==> src/rtl/interval_timer_ctrl.sv <==
// Programmable 8-bit interval timer: load/start/stop/hold sequencing, one-shot or auto-reload.
// Optional tick prescaler enabled by defining TIMER_PRESCALE_EN.
module interval_timer_ctrl #(
    parameter int WIDTH = 8
) (
    input  logic             clk,
    input  logic             reset,
    input  logic             start,
    input  logic             stop,
    input  logic             hold,
    input  logic             auto_reload,
    input  logic [WIDTH-1:0] load_val,
`ifdef TIMER_PRESCALE_EN
    input  logic [3:0]       prescale,
`endif
    output logic [WIDTH-1:0] count,
    output logic             busy,
    output logic             tc,
    output logic             done
);

    typedef enum logic [1:0] {
        IDLE = 2'd0,
        RUN  = 2'd1,
        HOLD = 2'd2,
        DONE = 2'd3
    } state_t;

    state_t           r_state, w_state_nxt;
    logic [WIDTH-1:0] r_count, w_count_nxt;
    logic [WIDTH-1:0] r_load,  w_load_nxt;
    logic             r_mode,  w_mode_nxt;
    logic             r_tc,    w_tc_nxt;
    logic             r_busy;
    logic             r_done;
    logic             w_tick;

`ifdef TIMER_PRESCALE_EN
    logic [3:0] r_pre, w_pre_nxt;
    logic       w_pre_clr;

    assign w_tick = (r_pre == prescale);

    // Prescaler wraps on each tick, freezes while held, restarts on start/IDLE/DONE.
    always_comb begin
        w_pre_nxt = r_pre;
        if (w_pre_clr)
            w_pre_nxt = '0;
        else if ((r_state == RUN || r_state == HOLD) && !stop && !hold)
            w_pre_nxt = w_tick ? 4'd0 : r_pre + 4'd1;
    end

    assign w_pre_clr = (w_state_nxt == IDLE) || (w_state_nxt == DONE) ||
                       ((r_state == IDLE || r_state == DONE) && w_state_nxt == RUN);

    always_ff @(posedge clk) begin
        if (reset) r_pre <= '0;
        else       r_pre <= w_pre_nxt;
    end
`else
    assign w_tick = 1'b1;
`endif

    always_ff @(posedge clk) begin
        if (reset) begin
            r_state <= IDLE;
            r_count <= '0;
            r_load  <= '0;
            r_mode  <= 1'b0;
            r_tc    <= 1'b0;
            r_busy  <= 1'b0;
            r_done  <= 1'b0;
        end else begin
            r_state <= w_state_nxt;
            r_count <= w_count_nxt;
            r_load  <= w_load_nxt;
            r_mode  <= w_mode_nxt;
            r_tc    <= w_tc_nxt;
            r_busy  <= (w_state_nxt == RUN) || (w_state_nxt == HOLD);
            r_done  <= (w_state_nxt == DONE);
        end
    end

    always_comb begin
        w_state_nxt = r_state;
        w_count_nxt = r_count;
        w_load_nxt  = r_load;
        w_mode_nxt  = r_mode;
        w_tc_nxt    = 1'b0;
        case (r_state)
            IDLE, DONE: begin
                if (stop) begin
                    w_state_nxt = IDLE;
                end else if (start && load_val != '0) begin
                    w_state_nxt = RUN;
                    w_count_nxt = load_val;
                    w_load_nxt  = load_val;
                    w_mode_nxt  = auto_reload;
                end
            end
            RUN, HOLD: begin
                if (stop) begin
                    w_state_nxt = IDLE;
                end else if (hold) begin
                    w_state_nxt = HOLD;
                end else begin
                    // Releasing hold counts as a RUN cycle, so the tick may land here.
                    w_state_nxt = RUN;
                    if (w_tick) begin
                        if (r_count > WIDTH'(1)) begin
                            w_count_nxt = r_count - WIDTH'(1);
                        end else if (r_count == WIDTH'(1)) begin
                            w_tc_nxt = 1'b1;
                            if (r_mode) begin
                                w_count_nxt = r_load;
                            end else begin
                                w_count_nxt = '0;
                                w_state_nxt = DONE;
                            end
                        end
                    end
                end
            end
            default: w_state_nxt = IDLE;
        endcase
    end

    assign count = r_count;
    assign busy  = r_busy;
    assign tc    = r_tc;
    assign done  = r_done;

endmodule

==> config.mk <==
export PLATFORM = sky130hd
export DESIGN_NAME = interval_timer_ctrl
export DESIGN_NICKNAME = d
export VERILOG_FILES = /design/src/rtl/interval_timer_ctrl.sv
export SDC_FILE = /design/constraint.sdc
export NUM_CORES = 1
export LEC_CHECK = 0
export ABC_CLOCK_PERIOD_IN_PS = 4460
export BUFFER_PORTS_ARGS = -buffer_cell sky130_fd_sc_hd__buf_2
export CORE_MARGIN = 8
export CORE_UTILIZATION = 60
export CTS_BUF_LIST = sky130_fd_sc_hd__clkbuf_4
export DETAILED_ROUTE_END_ITERATION = 8
export PLACE_DENSITY = 0.86
export SKIP_LAST_GASP = 1
export SYNTH_ARGS = -nofsm -noshare
export SYNTH_HDL_FRONTEND = slang
export SYNTH_SLANG_ARGS = --single-unit
==> constraint.sdc <==
create_clock -name clk -period 4.46 [get_ports clk]
set_input_delay 0 -clock clk [delete_from_list [all_inputs] [get_ports clk]]
set_output_delay 0 -clock clk [all_outputs]
set_load 0.02 [all_outputs]
==> results of run 1 <==
-- worst max path at each step --
stage / depth (start not counted) / startpoint / endpoint / slack [ns]
floorplan: 7 / count[4] / busy / 2.45
global placement: 4 / count[4] / count[7] / 2.33
detailed placement: 4 / r_state[1] / count[3] / 2.18
CTS: 6 / load_val[4] / count[3] / 2.14
global route: 4 / count[4] / count[3] / 1.92
finish: 4 / r_state[1] / count[3] / 2.12
-- stage by stage --
step	setup slack, ns	utilization (%)	hold WS (ns)
detailed placement	2.176	70.20	0.2569
finish	2.118	76.89	0.04209
global placement	2.334	70.20	0.2481
global route	1.919	76.89	0.04787
CTS	2.138	76.89	0.03712
floorplan	2.450	-	0.07161
-- kinds of logic (layout without fill, tap and decap cells) --
family | Yosys count | after routing
multiplexers | 10 | 10
buffers and inverters | 20 | 50
XOR/XNOR | 4 | 4
flip-flops | 22 | 22
adder cells (fa/ha/maj) | 3 | 3
AO/OA/AOI/OAI | 41 | 41
AND/OR/NAND/NOR | 49 | 49
-- sequential cells by signal, summed over array words and instances (netlist names) --
register  flops
done          1
tc            1
r_state       2
r_mode        1
r_load        8
busy          1
count         8
-- layout by cell type, fill, tap and decap left out --
master and instances:
sky130_fd_sc_hd__a211oi_1 2, sky130_fd_sc_hd__a21oi_1 2, sky130_fd_sc_hd__a311o_4 1, sky130_fd_sc_hd__a311oi_1 3
sky130_fd_sc_hd__a31oi_1 6, sky130_fd_sc_hd__a41oi_1 1, sky130_fd_sc_hd__and2_1 1, sky130_fd_sc_hd__and2b_1 1
sky130_fd_sc_hd__and4_2 1, sky130_fd_sc_hd__buf_2 24, sky130_fd_sc_hd__clkbuf_4 3, sky130_fd_sc_hd__dfxtp_1 22
sky130_fd_sc_hd__dlygate4sd3_1 11, sky130_fd_sc_hd__ha_1 3, sky130_fd_sc_hd__inv_1 12, sky130_fd_sc_hd__mux2i_1 10
sky130_fd_sc_hd__nand2_1 6, sky130_fd_sc_hd__nand2b_1 1, sky130_fd_sc_hd__nand3_1 2, sky130_fd_sc_hd__nand4_1 1
sky130_fd_sc_hd__nor2_1 14, sky130_fd_sc_hd__nor2b_1 3, sky130_fd_sc_hd__nor3_1 2, sky130_fd_sc_hd__nor3b_1 2
sky130_fd_sc_hd__nor4_1 8, sky130_fd_sc_hd__o2111a_1 1, sky130_fd_sc_hd__o211a_1 2, sky130_fd_sc_hd__o21ai_0 9
sky130_fd_sc_hd__o21ba_2 1, sky130_fd_sc_hd__o22ai_1 1, sky130_fd_sc_hd__o31a_1 1, sky130_fd_sc_hd__o32ai_1 9
sky130_fd_sc_hd__o41ai_1 2, sky130_fd_sc_hd__or2_2 3, sky130_fd_sc_hd__or4_1 4, sky130_fd_sc_hd__xnor2_1 3
sky130_fd_sc_hd__xor2_1 1
-- metal layers --
metal  vias to the layer above  GRT usage (%)  part of all wire [%]
li1                        626              -                     -
met1                       568          24.23                    41
met2                        67          31.27                    48
met3                         5          3.292                   9.5
met4                         0          8.117                   1.2
met5                         -              0                     0
-- cell type report --
type	instances	area, µm²
multi-input combinational	107	752.0
fill	130	457.9
sequential	22	440.4
timing repair buffer	35	230.2
inverter	12	45.04
tap	27	33.78
clock buffer	3	22.52
-- power by group through the flow --
stage          registers [mW]  clock network (mW)  logic, mW
2_1_floorplan           0.228                   0     0.0925
3_3_place_gp            0.223                   0      0.131
3_5_place_dp            0.224                   0      0.131
4_1_cts                 0.220              0.0896      0.140
5_1_grt                 0.222              0.0992      0.155
6_report                0.220              0.0898      0.143
-- what timing repair did --
| item | 4_1_cts | 5_1_grt |
|---|---|---|
| endpoints found under the setup margin | 0 | 0 |
| hold buffers | 11 | 0 |
| endpoints found under the hold margin | 12 | 0 |
==> impl_summary.log, run 1 <==
[metrics] sw frac: 34.43%
[metrics] basic-gate share of the synthesized area counting and, or, nand and nor cells: 20.71%
[metrics] fraction of layout instances using a drive strength above 1: 18.44%
[metrics] grt total ovfl: 0
[metrics] required time of the worst setup path: 4.68 ns
[metrics] Tightest Pin Transition: 0.8436 ns
[metrics] Max Fanout on Critical Path: 11
[metrics] total non-filler cell area in the finished layout: 0.001524 mm²
[metrics] Rel. slew slack: 43.57%
[metrics] Setup-failing EPs final: 0
[metrics] number of standard-cell rows in the floorplan: 16
[metrics] TNS Setup: 0 ns
[metrics] via count of the first global-routing pass: 1,225
[metrics] cell-internal power: 0.2970 mW
[metrics] antenna violations before repair: 0
[metrics] cell type with the highest aggregate area in the netlist: sky130_fd_sc_hd__dfxtp_1
[metrics] final hold vios: 0
[metrics] number of violations of the max-capacitance limit: 0
[metrics] ports placed on the boundary: 25
[metrics] clock tree from TritonCTS: built
[metrics] critical path's largest stage delay: 0.69 ns
[metrics] share of flip-flops with an asynchronous set or reset: 0%
[metrics] number of resized instances in the post-cts repair step: 0
[metrics] adder and majority cell fraction of the synthesized area: 2.944%
[metrics] ordered list of cells on the worst path: xnor2_1, o2111a_1, a31oi_1, o32ai_1
[metrics] Net Switching: 0.1559 mW
[metrics] Root Buffer Master: sky130_fd_sc_hd__clkbuf_4
[metrics] residual DRC count: 0
[metrics] Ys Warns: 0
[metrics] number of buffer cells added on primary ports: 24
[metrics] worst min path class: in -> reg
[metrics] top_reg_cell synth: sky130_fd_sc_hd__dfxtp_1
[metrics] total placed instance area: 0.001391 mm²
[metrics] share of total power in combinational logic: 31.5%
[metrics] post-placement cell count: 192
[metrics] timing-limited maximum frequency: 427.0 MHz
[metrics] top cells by count, synth: 22 x sky130_fd_sc_hd__dfxtp_1, 14 x sky130_fd_sc_hd__nor2_1, 12 x sky130_fd_sc_hd__inv_1
[metrics] result of the run: finished, final reports clean
[metrics] compound-cell area share of the yosys netlist: 24.73%
[metrics] Total Power: 0.4529 mW
[metrics] Die Footprint: 0.003856 mm²
[metrics] Period Utilization, post-route: 52.51%
[metrics] routed length per placed instance: 16.52 µm
[metrics] CP Data Arrival Time: 2.56 ns
[metrics] number of antenna repair diodes: 0
[metrics] Chip Width: 62.10 µm
[metrics] worst-case clock buffer depth: 2
[metrics] placed wire-length estimate after detailed placement: 2385 µm
[metrics] Post-Synthesis Cells: 149
[metrics] largest family of logic cells by synthesized area: compound AO/OA/AOI/OAI gates
[metrics] Iteration-0 DRC Markers: 91
[metrics] post-CTS setup-driven buffer insertion count: 0
[metrics] area share of the leading cell type in the synthesized netlist: 34.54%
[metrics] P_leak: 0.6054 nW
[metrics] final critical-path required period: 2.342 ns
[metrics] Setup Crit Path Kind: reg -> reg
[metrics] Mapped Avg Cell Area: 8.557 µm²
[metrics] Min-Delay Startpoint: reset
[metrics] Final Wtd Congestion: 0.8818
[metrics] Worst setup SP type: register
[metrics] worst skew pair latency: 0.31 ns
[metrics] Post-Layout Cell Count: 206
[metrics] worst voltage drop across the vdd grid: 268.9 µV
[metrics] synthesized area: 0.001275 mm²
[metrics] endpoint kind of the worst setup timing path: register
[metrics] critical register-to-register path endpoint: count[3]
[metrics] total core area: 0.001982 mm²
[metrics] number of levels in the clock H-tree: 1
[metrics] DR vias: 1,266
[metrics] standard cell with the maximum stage delay on the critical path: sky130_fd_sc_hd__o2111a_1
[metrics] FF-to-FF path depth: 4
[metrics] endpoint of the worst hold path: r_load[1]
[metrics] Hold Path Stages: 2
[metrics] number of detailed-routing iterations run before antenna repair: 4
[metrics] fin. max-slew vios: 0
[metrics] EDFF count, synth: 0
[metrics] final antenna-violating net count: 0
[metrics] category of cells accounting for the largest share of critical-path delay: compound AO/OA/AOI/OAI gates
[metrics] most frequent cell after synthesis: sky130_fd_sc_hd__dfxtp_1
[metrics] maximum number of pins on one net before global-route repair: 17
[metrics] number of nets in the synthesized netlist: 166
[metrics] fraction of power consumed by sequential logic: 48.6%
[metrics] power per standard cell area: 297.2 mW/mm²
[metrics] setup repair after global routing missed its margin: false
[metrics] startpoint of the worst-slack reg-to-reg timing path: r_state[1]
[metrics] library cells used by synthesis: 36
[metrics] total global-route track usage: 19.22%
[metrics] clock sink count: 22
[metrics] total wire length after detailed routing: 3403 µm
[metrics] area added between synthesis and finish: 19.53%
[metrics] per-cell via count in the routed design: 6.146
[metrics] Seq/Total Area, Yosys: 34.54%
[metrics] global-route wire length before repair: 5575 µm
[metrics] initial standard-cell utilization of the core: 64.33%
[metrics] parity-gate share of the synthesized area counting xor and xnor cells: 2.748%
[metrics] clock buffer count from CTS: 3
[metrics] final worst clock skew: 0.001597 ns
[metrics] clock slew at reported path FFs: 0.11 ns
[metrics] fraction of power consumed by the clock network: 19.8%
[metrics] mux cell area share after synthesis: 7.851%
[metrics] Critical path buffers and inverters: 0
[metrics] Total Nets Final: 198
[metrics] cell types occupying the most area after synthesis: sky130_fd_sc_hd__dfxtp_1 35%, sky130_fd_sc_hd__mux2i_1 7.9%, sky130_fd_sc_hd__o32ai_1 6.2%
[metrics] slack of the worst reg-to-reg path: 2.12 ns
[metrics] Die Span Y: 62.10 µm
[metrics] flops & latches, synth: 22
No activity file was read; power rests on OpenSTA's default activity.
==> run 2, diff against run 1 <==
--- a/config.mk
+++ b/config.mk
@@ -5,13 +5,13 @@
 export SDC_FILE = /design/constraint.sdc
 export NUM_CORES = 1
 export LEC_CHECK = 0
-export ABC_CLOCK_PERIOD_IN_PS = 4460
+export ABC_CLOCK_PERIOD_IN_PS = 2050
 export BUFFER_PORTS_ARGS = -buffer_cell sky130_fd_sc_hd__buf_2
 export CORE_MARGIN = 8
-export CORE_UTILIZATION = 60
+export CORE_UTILIZATION = 51
 export CTS_BUF_LIST = sky130_fd_sc_hd__clkbuf_4
 export DETAILED_ROUTE_END_ITERATION = 8
-export PLACE_DENSITY = 0.86
+export PLACE_DENSITY = 0.78
 export SKIP_LAST_GASP = 1
 export SYNTH_ARGS = -nofsm -noshare
 export SYNTH_HDL_FRONTEND = slang
==> constraint.sdc (replaced) <==
create_clock -name clk -period 2.05 [get_ports clk]
set_input_delay 0 -clock clk [delete_from_list [all_inputs] [get_ports clk]]
set_output_delay 0 -clock clk [all_outputs]
set_load 0.02 [all_outputs]
==> run 2 against run 1 <==
  * Sequential power up 120%
  * Hold slack worse by 0.033 ns
  * Setup slack worse by 2.0 ns
  * Flip-flop and latch count stayed put
  * Largest cell class unchanged
  * Highest routed layer unchanged
==> impl_summary.log, run 2 (synthesis results as in run 1) <==
[metrics] result of the run: finished, final reports clean (unchanged)
[metrics] Max Fanout on Critical Path: 7 (was 11)
[metrics] post-CTS setup-driven buffer insertion count: 0 (unchanged)
[metrics] grt total ovfl: 0 (unchanged)
[metrics] total global-route track usage: 16.82% (was 19.22%)
[metrics] fin. max-slew vios: 0 (unchanged)
[metrics] DR vias: 1,317 (was 1,266)
[metrics] required time of the worst setup path: 2.27 ns (was 4.68 ns)
[metrics] critical path's largest stage delay: 0.58 ns (was 0.69 ns)
[metrics] clock slew at reported path FFs: 0.11 ns (about the same)
[metrics] maximum number of pins on one net before global-route repair: 17 (unchanged)
[metrics] Die Footprint: 0.004356 mm² (was 0.003856 mm²)
[metrics] clock sink count: 22 (unchanged)
[metrics] standard cell with the maximum stage delay on the critical path: sky130_fd_sc_hd__or4_1 (was sky130_fd_sc_hd__o2111a_1)
[metrics] antenna violations before repair: 0 (unchanged)
[metrics] Root Buffer Master: sky130_fd_sc_hd__clkbuf_4 (unchanged)
[metrics] Final Wtd Congestion: 0.9325 (was 0.8818)
[metrics] fraction of layout instances using a drive strength above 1: 22.87% (was 18.44%)
[metrics] total wire length after detailed routing: 3505 µm (was 3403 µm)
[metrics] Register Area: 440.4 µm² (unchanged)
[metrics] clock buffer count from CTS: 3 (unchanged)
[metrics] timing-limited maximum frequency: 509.1 MHz (was 427.0 MHz)
[metrics] Tightest Pin Transition: 0.4666 ns (was 0.8436 ns)
[metrics] category of cells accounting for the largest share of critical-path delay: simple AND/OR/NAND/NOR gates (was compound AO/OA/AOI/OAI gates)
[metrics] ordered list of cells on the worst path: or4_1, buf_4, nor3_1, a311oi_1, o32ai_1 (was xnor2_1, o2111a_1, a31oi_1, o32ai_1)
[metrics] slack of the critical path: 0.08566 ns (was 2.118 ns)
[metrics] total placed instance area: 0.001463 mm² (was 0.001391 mm²)
[metrics] via count of the first global-routing pass: 1,282 (was 1,225)
[metrics] Rel. slew slack: 68.82% (was 43.57%)
[metrics] Setup-failing EPs final: 0 (unchanged)
[metrics] number of antenna repair diodes: 0 (unchanged)
[metrics] final antenna-violating net count: 0 (unchanged)
[metrics] area added between synthesis and finish: 25.12% (was 19.53%)
[metrics] most common cell after layout, fill and taps aside: sky130_fd_sc_hd__buf_2 (unchanged)
[metrics] final critical-path required period: 1.964 ns (was 2.342 ns)
[metrics] worst voltage drop across the vdd grid: 565.6 µV (was 268.9 µV)
[metrics] power per standard cell area: 639.9 mW/mm² (was 297.2 mW/mm²)
[metrics] M1 wire length: 1534 µm (was 1404 µm)
[metrics] number of buffer cells added on primary ports: 24 (unchanged)
[metrics] worst skew pair latency: 0.31 ns (about the same)
[metrics] ports placed on the boundary: 25 (unchanged)
[metrics] Iteration-0 DRC Markers: 138 (was 91)
[metrics] global-route wire length before repair: 5899 µm (was 5575 µm)
[metrics] number of standard-cell rows in the floorplan: 18 (was 16)
[metrics] P_leak: 0.6475 nW (was 0.6054 nW)
[metrics] Critical path buffers and inverters: 1 (was 0)
[metrics] worst hold margin: 0.009404 ns (was 0.04209 ns)
[metrics] Multi-input gate area: 758.2 µm² (was 752.0 µm²)
[metrics] amount of wire on met2 after detailed routing: 1680 µm (was 1632 µm)
[metrics] worst-case clock buffer depth: 2 (unchanged)
[metrics] total non-filler cell area in the finished layout: 0.001595 mm² (was 0.001524 mm²)
[metrics] Worst setup SP type: register (unchanged)
[metrics] filler cell count: 214 (was 130)
[metrics] number of violations of the max-capacitance limit: 0 (unchanged)
[metrics] worst-case setup slack after placement: 0.1265 ns (was 2.176 ns)
[metrics] leading cell types in the layout, fill and taps excluded: 24 x sky130_fd_sc_hd__buf_2, 22 x sky130_fd_sc_hd__dfxtp_1, 14 x sky130_fd_sc_hd__nor2_1, 12 x sky130_fd_sc_hd__inv_1 (was 24 x sky130_fd_sc_hd__buf_2, 22 x sky130_fd_sc_hd__dfxtp_1, 14 x sky130_fd_sc_hd__nor2_1, 12 x sky130_fd_sc_hd__inv_1, 11 x sky130_fd_sc_hd__dlygate4sd3_1)
[metrics] routed length per placed instance: 16.08 µm (was 16.52 µm)
[metrics] final worst clock skew: 0.001825 ns (was 0.001597 ns)
[metrics] worst min path class: in -> reg (unchanged)
[metrics] top routing layer in use: met4 (unchanged)
[metrics] endpoint kind of the worst setup timing path: register (unchanged)
[metrics] CP Data Arrival Time: 2.19 ns (was 2.56 ns)
[metrics] met3 wire len: 229 µm (was 324 µm)
[metrics] Chip Width: 66 µm (was 62.10 µm)
[metrics] Total Nets Final: 206 (was 198)
[metrics] Die Span Y: 66 µm (was 62.10 µm)
[metrics] number of detailed-routing iterations run before antenna repair: 4 (unchanged)
[metrics] Setup Crit Path Kind: reg -> reg (unchanged)
[metrics] placed wire-length estimate after detailed placement: 2625 µm (was 2385 µm)
[metrics] final hold vios: 0 (unchanged)
[metrics] initial standard-cell utilization of the core: 52.42% (was 64.33%)
[metrics] number of levels in the clock H-tree: 1 (unchanged)
[metrics] total core area: 0.002432 mm² (was 0.001982 mm²)
[metrics] residual DRC count: 0 (unchanged)
[metrics] Period Utilization, post-route: 95.82% (was 52.51%)
[metrics] per-cell via count in the routed design: 6.041 (was 6.146)
[metrics] clock tree from TritonCTS: built (unchanged)
## run 2: changes by cell type in the layout (fill, tap and decap cells not counted)
cell / previous run / this run
sky130_fd_sc_hd__buf_4: 0 / 9
sky130_fd_sc_hd__clkinv_1: 0 / 1
sky130_fd_sc_hd__dlygate4sd3_1: 11 / 10
sky130_fd_sc_hd__nor4_1: 8 / 7
sky130_fd_sc_hd__nor4_2: 0 / 1
sky130_fd_sc_hd__o21ai_0: 9 / 8
sky130_fd_sc_hd__o21ai_1: 0 / 1
## run 2: worst paths after layout
check                  from        end  slack [ns]  cells past startpoint
hold / removal         hold         tc       0.009                      3
setup / recovery   count[7]   count[0]        0.09                      5
setup reg to reg   count[7]   count[0]        0.09                      5
hold reg to reg   r_load[7]  r_load[7]        0.52                      2
## run 2: power breakdown
group	total, mW	switching [mW]	leakage (nW)	internal [mW]
Clock	0.199	0.127	0.0154	0.0713
Combinational	0.342	0.190	0.452	0.152
Sequential	0.480	0.0288	0.180	0.451
Total	1.02	0.346	0.647	0.675
## run 2: metrics by stage
| step | util, % | total power [mW] | std cells | TNS [ns] |
|---|---|---|---|---|
| after floorplan | - | 0.6969 | 149 | 0 |
| after global placement | 60.13 | 0.7973 | 204 | 0 |
| after detailed placement | 60.13 | 0.8078 | 204 | 0 |
| after CTS | 65.33 | 1.017 | 218 | 0 |
| after global routing | 65.59 | 1.081 | 218 | -0.09450 |
| final | 65.59 | 1.021 | 218 | 0 |
## run 2: timing repair
item	CTS	global route
hold buffers	10	0
resized for setup	0	2
endpoints found under the setup margin	0	1
hold endpoints to repair	11	0
## run 2: per-layer routing
metal,track usage [%],up-vias
met5,0,-
met4,7.200,0
met3,3.051,7
met2,27.65,48
met1,20.90,613
li1,-,649
## run 2: final cells by class
class | instances | area share, %
Multi-Input combinational cell | 107 | 47.53
Sequential cell | 22 | 27.61
Timing Repair Buffer | 43 | 18.04
Inverter | 12 | 2.824
Tap cell | 30 | 2.353
Clock buffer | 3 | 1.412
Clock inverter | 1 | 0.2353
## run 2: worst register-to-register path, cell delays in order (launching register included)
cell                       delay, ns
sky130_fd_sc_hd__dfxtp_1        0.35
sky130_fd_sc_hd__or4_1          0.58
sky130_fd_sc_hd__buf_4          0.19
sky130_fd_sc_hd__nor3_1         0.33
sky130_fd_sc_hd__a311oi_1       0.15
sky130_fd_sc_hd__o32ai_1        0.28
==> run 3, diff against run 2 <==
--- a/config.mk
+++ b/config.mk
@@ -5,13 +5,13 @@
 export SDC_FILE = /design/constraint.sdc
 export NUM_CORES = 1
 export LEC_CHECK = 0
-export ABC_CLOCK_PERIOD_IN_PS = 2050
+export ABC_CLOCK_PERIOD_IN_PS = 2200
 export BUFFER_PORTS_ARGS = -buffer_cell sky130_fd_sc_hd__buf_2
 export CORE_MARGIN = 8
-export CORE_UTILIZATION = 51
+export CORE_UTILIZATION = 29
 export CTS_BUF_LIST = sky130_fd_sc_hd__clkbuf_4
 export DETAILED_ROUTE_END_ITERATION = 8
-export PLACE_DENSITY = 0.78
+export PLACE_DENSITY = 0.47
 export SKIP_LAST_GASP = 1
 export SYNTH_ARGS = -nofsm -noshare
 export SYNTH_HDL_FRONTEND = slang
==> constraint.sdc (replaced) <==
create_clock -name clk -period 2.2 [get_ports clk]
set_input_delay 0 -clock clk [delete_from_list [all_inputs] [get_ports clk]]
set_output_delay 0 -clock clk [all_outputs]
set_load 0.02 [all_outputs]
==> run 3 against run 2 <==
  * Power decreased by 6.1%
  * Highest routed layer unchanged
  * Maximum frequency decreased by 3.9%
  * Critical path type unchanged
  * Via count decreased by 1.1%
  * Combinational power decreased by 9.1%
  * Clock-buffer cell count unchanged
  * Clock skew increased by 0.010 ns
  * First-iteration DRC count decreased by 10%
  * Utilization decreased by 28 points
  * Register-to-register slack improved by 0.07 ns
  * Sequential share of layout area decreased by 0.15 points
  * Flip-flop and latch count unchanged
  * Wire length increased by 5.5%
==> impl_summary.log, run 3 (synthesis results as in run 1) <==
[metrics] Worst setup SP type: register (unchanged)
[metrics] placed wire-length estimate after detailed placement: 2773 µm (was 2625 µm)
[metrics] post-CTS setup-driven buffer insertion count: 0 (unchanged)
[metrics] number of antenna repair diodes: 0 (unchanged)
[metrics] standard cell with the maximum stage delay on the critical path: sky130_fd_sc_hd__or4_1 (unchanged)
[metrics] share of the core filled with cells in the final layout: 37.35% (was 65.59%)
[metrics] Die Footprint: 0.006774 mm² (was 0.004356 mm²)
[metrics] total global-route track usage: 11.26% (was 16.82%)
[metrics] Rel. slew slack: 58.38% (was 68.82%)
[metrics] final worst clock skew: 0.01203 ns (was 0.001825 ns)
[metrics] Root Buffer Master: sky130_fd_sc_hd__clkbuf_4 (unchanged)
[metrics] worst skew pair latency: 0.32 ns (was 0.31 ns)
[metrics] Total Nets Final: 204 (was 206)
[metrics] worst min path class: in -> reg (unchanged)
[metrics] Tightest Pin Transition: 0.6199 ns (was 0.4666 ns)
[metrics] initial standard-cell utilization of the core: 29.69% (was 52.42%)
[metrics] Final Wtd Congestion: 0.8114 (was 0.9325)
[metrics] number of violations of the max-capacitance limit: 0 (unchanged)
[metrics] result of the run: finished, final reports clean (unchanged)
[metrics] worst voltage drop across the vdd grid: 249.0 µV (was 565.6 µV)
[metrics] number of buffer cells added on primary ports: 24 (unchanged)
[metrics] ports placed on the boundary: 25 (unchanged)
[metrics] area added between synthesis and finish: 25.81% (was 25.12%)
[metrics] total placed instance area: 0.001468 mm² (was 0.001463 mm²)
[metrics] Die Span Y: 82.31 µm (was 66 µm)
[metrics] total wire length after detailed routing: 3697 µm (was 3505 µm)
[metrics] Setup-failing EPs final: 0 (unchanged)
[metrics] CP Data Arrival Time: 2.27 ns (was 2.19 ns)
[metrics] Critical path buffers and inverters: 1 (unchanged)
[metrics] most common cell after layout, fill and taps aside: sky130_fd_sc_hd__buf_2 (unchanged)
[metrics] Max Fanout on Critical Path: 8 (was 7)
[metrics] leading cell types in the layout, fill and taps excluded: 24 x sky130_fd_sc_hd__buf_2, 22 x sky130_fd_sc_hd__dfxtp_1, 14 x sky130_fd_sc_hd__nor2_1, 12 x sky130_fd_sc_hd__inv_1, 11 x sky130_fd_sc_hd__dlygate4sd3_1 (was 24 x sky130_fd_sc_hd__buf_2, 22 x sky130_fd_sc_hd__dfxtp_1, 14 x sky130_fd_sc_hd__nor2_1, 12 x sky130_fd_sc_hd__inv_1)
[metrics] final antenna-violating net count: 0 (unchanged)
[metrics] per-cell via count in the routed design: 5.471 (was 6.041)
[metrics] category of cells accounting for the largest share of critical-path delay: simple AND/OR/NAND/NOR gates (unchanged)
[metrics] Chip Width: 82.31 µm (was 66 µm)
[metrics] routed length per placed instance: 15.53 µm (was 16.08 µm)
[metrics] fin. max-slew vios: 0 (unchanged)
[metrics] Register Area: 440.4 µm² (unchanged)
[metrics] maximum number of pins on one net before global-route repair: 17 (unchanged)
[metrics] final hold vios: 0 (unchanged)
[metrics] global-route wire length before repair: 6009 µm (was 5899 µm)
[metrics] total non-filler cell area in the finished layout: 0.001604 mm² (was 0.001595 mm²)
[metrics] number of detailed-routing iterations run before antenna repair: 5 (was 4)
[metrics] via count of the first global-routing pass: 1,238 (was 1,282)
[metrics] filler cell count: 464 (was 214)
[metrics] TNS Setup: 0 ns (unchanged)
[metrics] critical path's largest stage delay: 0.58 ns (about the same)
[metrics] clock slew at reported path FFs: 0.13 ns (was 0.11 ns)
[metrics] clock buffer count from CTS: 3 (unchanged)
[metrics] grt total ovfl: 0 (unchanged)
[metrics] number of levels in the clock H-tree: 1 (unchanged)
[metrics] Period Utilization, post-route: 92.95% (was 95.82%)
[metrics] final critical-path required period: 2.045 ns (was 1.964 ns)
[metrics] number of resized instances in the post-cts repair step: 0 (unchanged)
[metrics] power per standard cell area: 597.3 mW/mm² (was 639.9 mW/mm²)
[metrics] Multi-input gate area: 752.0 µm² (was 758.2 µm²)
[metrics] residual DRC count: 0 (unchanged)
[metrics] clock tree from TritonCTS: built (unchanged)
[metrics] DR vias: 1,302 (was 1,317)
[metrics] timing-limited maximum frequency: 489.0 MHz (was 509.1 MHz)
[metrics] worst-case clock buffer depth: 2 (unchanged)
[metrics] setup repair after global routing missed its margin: false
[metrics] ordered list of cells on the worst path: or4_1, buf_4, nor3_1, a311oi_1, o32ai_1 (unchanged)
[metrics] total core area: 0.004294 mm² (was 0.002432 mm²)
[metrics] number of standard-cell rows in the floorplan: 24 (was 18)
[metrics] Iteration-0 DRC Markers: 124 (was 138)
[metrics] clock sink count: 22 (unchanged)
[metrics] endpoint kind of the worst setup timing path: register (unchanged)
[metrics] Setup Crit Path Kind: reg -> reg (unchanged)
[metrics] P_leak: 0.6361 nW (was 0.6475 nW)
[metrics] required time of the worst setup path: 2.42 ns (was 2.27 ns)
[metrics] antenna violations before repair: 0 (unchanged)
[metrics] fraction of layout instances using a drive strength above 1: 20.97% (was 22.87%)
-- run 3: changes by cell type in the layout (fill, tap and decap cells not counted) --
cell                            delta
sky130_fd_sc_hd__o21ai_1           -1
sky130_fd_sc_hd__buf_4             -3
sky130_fd_sc_hd__o21ai_0           +1
sky130_fd_sc_hd__nor4_2            -1
sky130_fd_sc_hd__nor4_1            +1
sky130_fd_sc_hd__dlygate4sd3_1     +1
-- run 3: stage by stage --
step                      power, mW  setup WS, ns  hold slack, ns  instances
after floorplan              0.6494        0.1901         0.07161        149
after global placement       0.7461        0.2212          0.2375        223
after detailed placement     0.7488        0.1938          0.2556        223
after CTS                    0.9634        0.1580         0.02148        238
after global routing          1.019      0.006004         0.03496        238
final                        0.9581        0.1552         0.02494        238
-- run 3: layout make-up --
| cell class | count | area share (%) |
|---|---|---|
| sequential | 22 | 27.46 |
| timing repair buffer | 41 | 17.16 |
| clock buffer | 3 | 1.404 |
| multi-input combinational | 107 | 46.88 |
| clock inverter | 1 | 0.2340 |
| inverter | 12 | 2.808 |
| tap | 52 | 4.056 |
-- run 3: final timing paths --
| check | depth (start not counted) | startpoint | slack, ns | endpoint |
|---|---|---|---|---|
| setup reg to reg | 5 | count[4] | 0.16 | count[1] |
| setup / recovery | 5 | count[4] | 0.16 | count[1] |
| hold / removal | 2 | reset | 0.02 | r_load[2] |
| hold reg to reg | 2 | r_load[6] | 0.52 | r_load[6] |
-- run 3: power breakdown --
group	internal, mW	total [mW]	switching, mW
Combinational	0.136	0.311	0.175
Clock	0.0665	0.199	0.132
Sequential	0.421	0.448	0.0272
Total	0.623	0.958	0.335
-- run 3: what timing repair did --
| action | in CTS | in global routing |
|---|---|---|
| hold buffers | 11 | 0 |
| endpoints found under the hold margin | 12 | 0 |
| setup endpoints to repair | 0 | 0 |
-- run 3: per-layer routing --
layer  wire (µm)  GRT usage (%)  share of wire [%]
met5           0              0                  0
met4          48          4.386                1.3
met3         242          1.840                6.5
met2        1655          17.07                 45
met1        1751          15.49                 47
